<file path="src/rtl/vt_screen_writer_pkg.sv">
// Shared constants, control codes, writer states and the logical-to-physical
// row rotation used by both the cursor and clear address paths.
package vt_screen_writer_pkg;

  localparam logic [6:0] COLS     = 7'd80;
  localparam logic [4:0] ROWS     = 5'd24;
  localparam logic [6:0] LAST_COL = COLS - 7'd1;
  localparam logic [4:0] LAST_ROW = ROWS - 5'd1;

  localparam logic [6:0] BEL = 7'h07;
  localparam logic [6:0] BS  = 7'h08;
  localparam logic [6:0] TAB = 7'h09;
  localparam logic [6:0] LF  = 7'h0A;
  localparam logic [6:0] CR  = 7'h0D;
  localparam logic [6:0] ESC = 7'h1B;

  typedef enum logic [2:0] {
    ST_IDLE,
    ST_ESC,
    ST_ESC_Y_ROW,
    ST_ESC_Y_COL,
    ST_CLEAR
  } state_e;

  // Both operands are already below ROWS, so a single conditional subtract suffices.
  function automatic logic [4:0] phys_row(input logic [4:0] top, input logic [4:0] row);
    logic [5:0] sum;
    sum = {1'b0, top} + {1'b0, row};
    if (sum >= {1'b0, ROWS}) begin
      sum = sum - {1'b0, ROWS};
    end
    return sum[4:0];
  endfunction

endpackage

</file>
<file path="src/rtl/vt_screen_writer_addressmap.sv">
// Maps (column, physical row) onto the 2K screen RAM; rows 24+ style slots and
// columns 64..79 fold into the otherwise unused upper quarter of each bank.
module vt_screen_writer_addressmap (
  input  logic [6:0]  col_i,
  input  logic [4:0]  row_i,
  output logic [10:0] addr_o
);

  always_comb begin
    if ((row_i[4:3] == 2'b11) || col_i[6]) begin
      addr_o = {row_i[0], 2'b11, row_i[2:1], row_i[4:3], col_i[3:0]};
    end else begin
      addr_o = {row_i[0], row_i[4:1], col_i[5:0]};
    end
  end

endmodule

</file>
<file path="src/rtl/vt_screen_writer.sv">
// Writer side of the 80x24 screen: decodes a VT52-style byte stream into
// registered screen RAM writes, cursor motion, scrolling and region clears.
module vt_screen_writer
  import vt_screen_writer_pkg::*;
#(
  parameter logic [6:0] FILL_CHAR = 7'h20,
  parameter int         TAB_STEP  = 8
) (
  input  logic        clock,
  input  logic        reset,
  input  logic [6:0]  in_data,
  input  logic        in_valid,
  output logic        in_ready,
  output logic [10:0] mem_addr,
  output logic [6:0]  mem_data,
  output logic        mem_we,
  output logic [6:0]  curX,
  output logic [4:0]  curY,
  output logic [4:0]  topline,
  output logic        bell
);

  state_e      state_q, state_d;
  logic [6:0]  curx_q, curx_d;
  logic [4:0]  cury_q, cury_d;
  logic [4:0]  top_q, top_d;
  logic [6:0]  prow_q, prow_d;
  logic [6:0]  clr_col_q, clr_col_d;
  logic [4:0]  clr_row_q, clr_row_d;
  logic [6:0]  end_col_q, end_col_d;
  logic [4:0]  end_row_q, end_row_d;
  logic        we_q, we_d;
  logic [10:0] addr_q, addr_d;
  logic [6:0]  data_q, data_d;
  logic        bell_q, bell_d;

  // Index 0 addresses the cursor cell, index 1 the clear counter cell.
  logic [6:0]  map_col  [2];
  logic [4:0]  map_row  [2];
  logic [10:0] map_addr [2];

  assign map_col[0] = curx_q;
  assign map_row[0] = phys_row(top_q, cury_q);
  assign map_col[1] = clr_col_q;
  assign map_row[1] = phys_row(top_q, clr_row_q);

  genvar gi;
  generate
    for (gi = 0; gi < 2; gi++) begin : g_map
      vt_screen_writer_addressmap u_map (
        .col_i  (map_col[gi]),
        .row_i  (map_row[gi]),
        .addr_o (map_addr[gi])
      );
    end
  endgenerate

  logic [31:0] tab_calc;
  logic [6:0]  tab_stop;
  logic [6:0]  coord;

  assign tab_calc = ((32'(curx_q) / TAB_STEP) + 1) * TAB_STEP;
  assign tab_stop = (tab_calc > 32'(LAST_COL)) ? LAST_COL : tab_calc[6:0];
  // Bytes below 0x20 wrap to large values and therefore fail the range checks.
  assign coord    = in_data - 7'h20;

  always_comb begin
    state_d   = state_q;
    curx_d    = curx_q;
    cury_d    = cury_q;
    top_d     = top_q;
    prow_d    = prow_q;
    clr_col_d = clr_col_q;
    clr_row_d = clr_row_q;
    end_col_d = end_col_q;
    end_row_d = end_row_q;
    we_d      = 1'b0;
    addr_d    = addr_q;
    data_d    = data_q;
    bell_d    = 1'b0;

    case (state_q)
      ST_IDLE: begin
        if (in_valid) begin
          if ((in_data >= 7'h20) && (in_data <= 7'h7E)) begin
            we_d   = 1'b1;
            addr_d = map_addr[0];
            data_d = in_data;
            if (curx_q != LAST_COL) curx_d = curx_q + 7'd1;
          end else begin
            case (in_data)
              BS:  if (curx_q != 7'd0) curx_d = curx_q - 7'd1;
              TAB: curx_d = tab_stop;
              CR:  curx_d = 7'd0;
              BEL: bell_d = 1'b1;
              ESC: state_d = ST_ESC;
              LF: begin
                if (cury_q < LAST_ROW) begin
                  cury_d = cury_q + 5'd1;
                end else begin
                  // Rotate first; the clear then targets the new bottom row.
                  top_d     = (top_q == LAST_ROW) ? 5'd0 : top_q + 5'd1;
                  state_d   = ST_CLEAR;
                  clr_col_d = 7'd0;
                  clr_row_d = LAST_ROW;
                  end_col_d = LAST_COL;
                  end_row_d = LAST_ROW;
                end
              end
              default: ;
            endcase
          end
        end
      end

      ST_ESC: begin
        if (in_valid) begin
          state_d = ST_IDLE;
          case (in_data)
            7'h41: if (cury_q != 5'd0) cury_d = cury_q - 5'd1;
            7'h42: if (cury_q != LAST_ROW) cury_d = cury_q + 5'd1;
            7'h43: if (curx_q != LAST_COL) curx_d = curx_q + 7'd1;
            7'h44: if (curx_q != 7'd0) curx_d = curx_q - 7'd1;
            7'h48: begin
              curx_d = 7'd0;
              cury_d = 5'd0;
            end
            7'h4A, 7'h4B: begin
              state_d   = ST_CLEAR;
              clr_col_d = curx_q;
              clr_row_d = cury_q;
              end_col_d = LAST_COL;
              end_row_d = (in_data == 7'h4A) ? LAST_ROW : cury_q;
            end
            7'h59: state_d = ST_ESC_Y_ROW;
            default: ;
          endcase
        end
      end

      ST_ESC_Y_ROW: begin
        if (in_valid) begin
          prow_d  = coord;
          state_d = ST_ESC_Y_COL;
        end
      end

      ST_ESC_Y_COL: begin
        if (in_valid) begin
          if (prow_q < 7'(ROWS)) cury_d = prow_q[4:0];
          if (coord < COLS) curx_d = coord;
          state_d = ST_IDLE;
        end
      end

      ST_CLEAR: begin
        we_d   = 1'b1;
        addr_d = map_addr[1];
        data_d = FILL_CHAR;
        if ((clr_col_q == end_col_q) && (clr_row_q == end_row_q)) begin
          state_d = ST_IDLE;
        end else if (clr_col_q == LAST_COL) begin
          clr_col_d = 7'd0;
          clr_row_d = clr_row_q + 5'd1;
        end else begin
          clr_col_d = clr_col_q + 7'd1;
        end
      end

      default: state_d = ST_IDLE;
    endcase
  end

  always_ff @(posedge clock or posedge reset) begin
    if (reset) begin
      state_q   <= ST_CLEAR;
      curx_q    <= 7'd0;
      cury_q    <= 5'd0;
      top_q     <= 5'd0;
      prow_q    <= 7'd0;
      clr_col_q <= 7'd0;
      clr_row_q <= 5'd0;
      end_col_q <= LAST_COL;
      end_row_q <= LAST_ROW;
      we_q      <= 1'b0;
      addr_q    <= 11'd0;
      data_q    <= 7'd0;
      bell_q    <= 1'b0;
    end else begin
      state_q   <= state_d;
      curx_q    <= curx_d;
      cury_q    <= cury_d;
      top_q     <= top_d;
      prow_q    <= prow_d;
      clr_col_q <= clr_col_d;
      clr_row_q <= clr_row_d;
      end_col_q <= end_col_d;
      end_row_q <= end_row_d;
      we_q      <= we_d;
      addr_q    <= addr_d;
      data_q    <= data_d;
      bell_q    <= bell_d;
    end
  end

  assign in_ready = (state_q != ST_CLEAR);
  assign mem_we   = we_q;
  assign mem_addr = addr_q;
  assign mem_data = data_q;
  assign curX     = curx_q;
  assign curY     = cury_q;
  assign topline  = top_q;
  assign bell     = bell_q;

endmodule

</file>
<file path="config.mk">
export PLATFORM = sky130hd
export DESIGN_NAME = vt_screen_writer
export DESIGN_NICKNAME = d
export VERILOG_FILES = /design/src/rtl/vt_screen_writer_pkg.sv /design/src/rtl/vt_screen_writer_addressmap.sv /design/src/rtl/vt_screen_writer.sv
export SDC_FILE = /design/constraint.sdc
export NUM_CORES = 1
export LEC_CHECK = 0
export ABC_AREA = 1
export ABC_CLOCK_PERIOD_IN_PS = 3000
export BUFFER_PORTS_ARGS = -buffer_cell sky130_fd_sc_hd__buf_2
export CAP_MARGIN = 40
export CORE_UTILIZATION = 45
export CTS_BUF_LIST = sky130_fd_sc_hd__clkbuf_8
export CTS_CLUSTER_DIAMETER = 30
export CTS_CLUSTER_SIZE = 14
export DETAILED_ROUTE_END_ITERATION = 10
export PLACE_DENSITY_LB_ADDON = 0.3
export SLEW_MARGIN = 30
export SYNTH_ARGS = -nofsm -noshare
export SYNTH_HDL_FRONTEND = slang
export SYNTH_SLANG_ARGS = --single-unit
</file>
<file path="constraint.sdc">
create_clock -name clock -period 3 [get_ports clock]
set_input_delay 0.15 -clock clock [delete_from_list [all_inputs] [get_ports clock]]
set_output_delay 0.15 -clock clock [all_outputs]
set_load 0.005 [all_outputs]
</file>
==> impl_metrics.json, run 1 <==
{
  "crit_required_ns": 3.31,
  "ir_worst_vdd_uv": 426.0,
  "endpoint": "mem_addr[5]",
  "path_buf_inv": 2,
  "firstDrtPassIters": 5,
  "clock_sinks": 64,
  "worst_r2r_path_depth": 14,
  "die_y_um": 110.7,
  "drv_cap": 0,
  "fin_setup_tns_ns": 0,
  "synthArstFlopShare_pct": 100.0,
  "yosysTopAreaCell": "dfrtp_1",
  "rsz0062_at_grt": "false",
  "grt-ovfl-total": 0,
  "clock-root-buffer": "clkbuf_8",
  "rows": 39,
  "power_mw": 5.301,
  "drive_gt1_share_pct": 15.68,
  "drtIter0Drc": 467,
  "setup_ws_ns": 0.8470,
  "synth_edf_count": 0,
  "p_leak_nw": 3.074,
  "hold_violations": 0,
  "syn_to_final_growth_pct": 10.36,
  "seq_area_frac_synth_pct": 30.26,
  "grt_start_max_net_pins": 65,
  "syn_area_per_cell_sq_um": 6.667,
  "yosysWarnings": 0,
  "antenna_left": 0,
  "numCtsBuffers": 9,
  "critical_path.startpoint": "curY[0]",
  "drv_slew": 0,
  "cts_setup_buffers": 0,
  "cts_resized": 0,
  "critPathArrivalTime_ns": 2.47,
  "synth_seq_cells": 64,
  "tightest_slew_ns": 0.4401,
  "r2r-end": "mem_addr[5]",
  "clockBufferDepth": 2,
  "clk_pin_slew_ns": 0.07,
  "final_nets": 879,
  "max_stage_delay_ns": 0.56,
  "outcome": "finished, final reports clean",
  "vias": 5251,
  "dieArea_sq_mm": 0.01225,
  "min_period_ns": 2.153,
  "timing.rr.start": "curY[0]",
  "cts_tree": "yes",
  "h-tree-depth": 3,
  "synth_area_leaders": "dfrtp_1 (28%), nand2_1 (18%), nand3_1 (8.9%)",
  "wire_per_inst_um": 14.48,
  "grt.total_usage_pct": 25.24,
  "antenna_found_initial": 0,
  "syn-cell-area_sq_mm": 0.005314,
  "grt_pass1_wl_um": 24780,
  "p_per_area_mw_per_mm2": 903.9,
  "via_per_inst": 5.299,
  "path_max_fanout": 9,
  "slew_headroom_pct": 70.44,
  "syn_nets": 833,
  "cp_cell_sequence": "ha_1, inv_1, fa_1, inv_1, nand2_1, nand2_1, nand3_1, nand2_1, nand3_1, nand3_1, nand3_1, nand2_1, nand2_1, nand2_1",
  "crit_family": "simple AND/OR/NAND/NOR gates",
  "crit_type": "reg -> reg",
  "finish.utilization_pct": 51.14,
  "pre_cts_ws_ns": 0.8598,
  "fp.coreArea_sq_mm": 0.01147,
  "syn_inst": 797,
  "placed_area_sq_mm": 0.005655,
  "synthFlopType": "dfrtp_1",
  "slowest_stage": "dfrtp_1",
  "setup_viol": 0,
  "gp_congestion": 0.9752,
  "synth_top_area_share_pct": 27.78,
  "portBuffers": 47,
  "initial_utilization_pct": 46.34,
  "drc": 0,
  "worstSkewPairLatency_ns": 0.38,
  "cpMostUsedCell": "nand2_1",
  "cp.depth": 14,
  "end_kind": "flop",
  "fmax_mhz": 464.5,
  "r2r_setup_slack_ns": 0.85,
  "finalInstanceArea_sq_mm": 0.005864,
  "grt_pass1_vias": 4949,
  "min-delay-start": "in_data[5]",
  "hold_path.class": "in -> reg",
  "die_w_um": 110.7,
  "startpoint_type": "flop",
  "finalWirelength_um": 14350,
  "fin_crit_sh_pct": 71.77,
  "antennaDiodeCount": 0,
  "yosysUniqueCellTypes": 47,
  "skew_ns": 0.01610,
  "place_hpwl_um": 10790,
  "num_io_pins": 48
}
## cells in the final DEF, fill, tap and decap left out, drive strengths merged, types with 2 or more instances in the layout
cell	Yosys	routed
inv	100	102
xor2	13	13
ha	24	24
a21oi	23	23
o21ai	48	48
dfrtp	59	59
dfstp	5	5
fa	2	2
nand3	102	102
or2	5	5
buf	12	51
xnor2	5	5
nor2	85	85
nand2	263	263
nand4	10	10
nand3b	2	2
clkbuf	5	11
a31oi	8	8
clkinv	0	2
nor3	12	12
o22ai	5	5
o31ai	2	2
## logic make-up (layout without fill, tap and decap cells)
kind of cell,count (synthesis),after routing,synth area share (%)
compound gates,92,92,10.38
xor+xnor,18,18,2.967
fa+ha+maj,26,26,6.405
buf+inv,117,168,9.324
flops,64,64,30.26
simple gates,480,480,40.66
## report_power, final
| group | switching [mW] | total (mW) | internal (mW) |
|---|---|---|---|
| sequential | 0.402 | 1.58 | 1.18 |
| clock | 0.366 | 0.786 | 0.420 |
| combinational | 1.83 | 2.93 | 1.10 |
## registers in the layout (all words and copies together) (netlist names)
name and flops:
curY 5, end_row_q 5, clr_col_q 7, mem_data 7, mem_addr 11, clr_row_q 5, bell 1, topline 5
prow_q 7, curX 7, state_q 3, mem_we 1
## per-stage QoR
step                      cells  hold WS, ns
after global routing        991      0.06298
after detailed placement    974       0.2556
final                       991      0.03583
after global placement      974       0.2552
after floorplan             797       0.2617
after CTS                   991      0.02348
## cell usage after synthesis (2+ instances only)
cell / instances
nor2_4: 4
or2_2: 5
nand3_2: 6
clkbuf_1: 4
o22ai_1: 5
a31oi_1: 7
nor2_2: 6
nor2_1: 74
nor3_1: 11
nand3b_1: 2
o21ai_0: 38
o21ai_1: 3
nand4_1: 10
xnor2_1: 5
buf_2: 6
inv_2: 12
fa_1: 2
nand2_4: 3
xor2_1: 13
ha_1: 24
inv_4: 2
o21ai_2: 6
o31ai_1: 2
dfstp_2: 5
nand2_1: 248
nand3_1: 95
a21oi_1: 22
dfrtp_1: 59
nand2_2: 12
inv_1: 86
buf_6: 4
## worst min path at each step
stage / endpoint / slack, ns / cells past startpoint
finish: prow_q[5] / 0.04 / 2
CTS: prow_q[5] / 0.02 / 2
floorplan: prow_q[5] / 0.26 / 1
global route: prow_q[5] / 0.06 / 2
detailed placement: mem_addr[5] / 0.26 / 3
global placement: mem_addr[3] / 0.26 / 3
## cell type report
cell class | count | area [sq um]
sequential | 64 | 1608
multi-input combinational | 616 | 3211
timing repair buffer | 52 | 287.8
clock buffer | 11 | 151.4
tap | 143 | 178.9
inverter | 100 | 380.4
clock inverter | 5 | 47.55
fill | 1183 | 5603
## timing repair
action,CTS,global route
hold endpoints to repair,59,0
hold buffers,1,0
setup endpoints to repair,0,0
## metal layers
layer  GRT usage, %  part of all wire (%)  vias to the layer above
li1               -                     -                     2673
met1          35.56                    48                     2385
met2          38.55                    44                      165
met3          3.773                   5.9                       28
met4          10.67                   2.6                        0
met5              0                     0                        -
Note: power is estimated with default switching activity, not from simulation.
==> inputs of run 2 (changes only) <==
Settings changed: ABC_AREA 1 to 0, ABC_CLOCK_PERIOD_IN_PS 3000 to 2150.
Clock period 3 ns to 2.15 ns, I/O delays scaled along.
==> run 2 against run 1 <==
Worst setup slack worse by 1.0 ns. Flip-flop and latch count stayed put. Die area is 0.41% lower. Sequential share of layout area is 4.6 points lower. Critical path depth is 7 lower. Largest cell class unchanged. Clock-buffer cell count is 2 lower. Synthesized area is 0.42% lower. Sequential power hardly changed. Largest power group unchanged. First-iteration DRC count is 3.0% lower. Total power is 0.81% lower. The flow now finishes with violations (negative setup slack). Cell count is 3.4% lower. Synthesized cell count is 17% lower.
==> impl_metrics.json, run 2 <==
{
  "outcome": "finished, violations left",
  "violations": "negative setup slack",
  "grt-ovfl-total": 0,
  "synth-simple-area-share_pct": 24.43,
  "drv_slew": 0,
  "crit_required_ns": 2.44,
  "portBuffers": 47,
  "syn_area_per_cell_sq_um": 7.981,
  "die_y_um": 110.4,
  "antenna_found_initial": 0,
  "cts_tree": "yes",
  "syn-cell-area_sq_mm": 0.005291,
  "p_per_area_mw_per_mm2": 741.6,
  "clk_pin_slew_ns": 0.08,
  "initial_utilization_pct": 46.34,
  "synthFlopType": "dfrtp_1",
  "timing.rr.start": "topline[2]",
  "min-delay-start": "in_valid",
  "finalWirelength_um": 17770,
  "hold_violations": 0,
  "startpoint_type": "flop",
  "crit_type": "reg -> reg",
  "setup_viol": 7,
  "grt_pass1_vias": 5586,
  "drtIter0Drc": 453,
  "tightest_slew_ns": 0.5839,
  "fp.coreArea_sq_mm": 0.01142,
  "die_w_um": 110.4,
  "yosysUniqueCellTypes": 77,
  "critical_path.startpoint": "topline[2]",
  "layout_commonest_cell": "buf_4",
  "gp_congestion": 0.9699,
  "whs_ns": 0.06659,
  "synth_top_family_by_area": "compound AO/OA/AOI/OAI gates",
  "ir_worst_vdd_uv": 578.2,
  "fillers": 1011,
  "h-tree-depth": 3,
  "rows": 39,
  "dieArea_sq_mm": 0.01220,
  "syn_nets": 699,
  "grt_pass1_wl_um": 28840,
  "end_kind": "flop",
  "synth_seq_cells": 64,
  "p_leak_nw": 3.182,
  "antenna_left": 0,
  "pre_cts_ws_ns": -0.2847,
  "syn_inst": 663,
  "yosysMostFrequentCell": "nand2_1",
  "fin_setup_tns_ns": -0.5999,
  "worstSkewPairLatency_ns": 0.38,
  "synth_edf_count": 0,
  "synth-adder-area-share_pct": 6.432,
  "path_max_fanout": 6,
  "via_per_inst": 6.008,
  "vias": 5750,
  "synthArstFlopShare_pct": 100.0,
  "antennaDiodeCount": 0,
  "synth_compound_area_share_pct": 25.75,
  "muxShareOfSynthArea_pct": 3.240,
  "synth_area_leaders": "dfrtp_1 (28%), ha_1 (5.7%), nand2_1 (5.1%)",
  "num_io_pins": 48,
  "rsz0062_at_grt": "true",
  "synth_xor_area_share_pct": 3.973,
  "slew_headroom_pct": 60.99,
  "drc": 0,
  "final_cell_mix": "buf_4 (125), nand2_1 (72), nor2_1 (56)",
  "setup_ws_ns": -0.1583,
  "yosysWarnings": 0,
  "hold_path.class": "in -> reg",
  "yosysTopAreaCell": "dfrtp_1",
  "fmax_mhz": 433.2,
  "skew_ns": 0.01062,
  "seq_area_frac_synth_pct": 30.39,
  "clockBufferDepth": 2,
  "grt.total_usage_pct": 29.52,
  "firstDrtPassIters": 5,
  "wire_per_inst_um": 18.57,
  "r2r_setup_slack_ns": -0.16,
  "min_period_ns": 2.308,
  "grt_start_max_net_pins": 24,
  "synth_top_area_share_pct": 27.90,
  "drv_cap": 0,
  "final_nets": 845,
  "syn_to_final_growth_pct": 34.00,
  "fin_crit_sh_pct": 107.4,
  "drive_gt1_share_pct": 34.15,
  "yosys-top-cells-count": "nand2_1 (72), dfrtp_1 (59), nor2_1 (57)",
  "clock_sinks": 64,
  "largest_reg_flops": 11,
  "critPathArrivalTime_ns": 2.60,
  "place_hpwl_um": 13190,
  "numCtsBuffers": 9,
  "clock-root-buffer": "clkbuf_8"
}
run 2: changes by cell type after synthesis, moves of 11 or more:
cell	change
a21oi_1	+12
and3_1	+13
clkbuf_1	+27
inv_1	-53
inv_2	-11
nand2_1	-176
nand2_2	-11
nand2b_1	+14
nand3_1	-75
nor2_1	-17
nor2b_1	+14
o21ai_0	+13
run 2: where the power goes:
part	total [mW]	leakage, nW	internal [mW]	switching [mW]
Sequential	1.56	0.775	1.39	0.166
Combinational	2.47	2.30	1.14	1.33
Clock	1.23	0.107	0.664	0.566
run 2: timing repair:
action | 4_1_cts | 5_1_grt
gates resized for setup | 25 | 32
pin swaps | 10 | 11
endpoints found under the setup margin | 14 | 20
hold buffers | 1 | 0
hold endpoints to repair | 20 | 0
buffers inserted | 3 | 2
run 2: critical path: stages (launching register included):
cell and delay, ns:
dfrtp_1 0.46, ha_4 0.31, a21oi_1 0.25, nand2_1 0.16
o311a_1 0.39, a32o_1 0.26, a31o_2 0.21, a31oi_1 0.18
run 2: metrics by stage:
step / util [%] / power, mW / area, sq um / cells
after global routing: 62.10 / 5.557 / 7091 / 957
after CTS: 60.94 / 5.163 / 6958 / 955
final: 62.10 / 5.258 / 7091 / 957
after detailed placement: 57.75 / 3.829 / 6594 / 935
after global placement: 57.75 / 3.785 / 6594 / 935
after floorplan: - / 2.920 / 5413 / 663
run 2: final cells by class:
cell class	count	area [sq um]	area share, %
Clock buffer	9	123.9	1.747
Clock inverter	7	101.3	1.429
Inverter	34	130.1	1.835
Multi-Input combinational cell	522	3689	52.02
Sequential cell	64	1615	22.78
Tap cell	143	178.9	2.523
Timing Repair Buffer	178	1252	17.66
run 2: kinds of logic after synthesis:
family / Yosys count
AO/OA/AOI/OAI: 199
multiplexers: 16
XOR/XNOR: 24
AND/OR/NAND/NOR: 257
adder cells (fa/ha/maj): 26
flip-flops: 64
buffers and inverters: 77
run 2: per-layer routing:
layer,track usage [%],wire (um)
met5,0,0
met1,40.64,8050
met4,13.42,529
met3,4.007,1072
met2,46.00,8122
run 2: final timing paths:
| kind | to | depth (start not counted) |
|---|---|---|
| max | mem_addr[4] | 7 |
| min | state_q[1] | 3 |
| max reg2reg | mem_addr[4] | 7 |
| min reg2reg | mem_addr[7] | 2 |
| max in group asynchronous | end_row_q[1] | 4 |
| min in group asynchronous | mem_addr[2] | 3 |
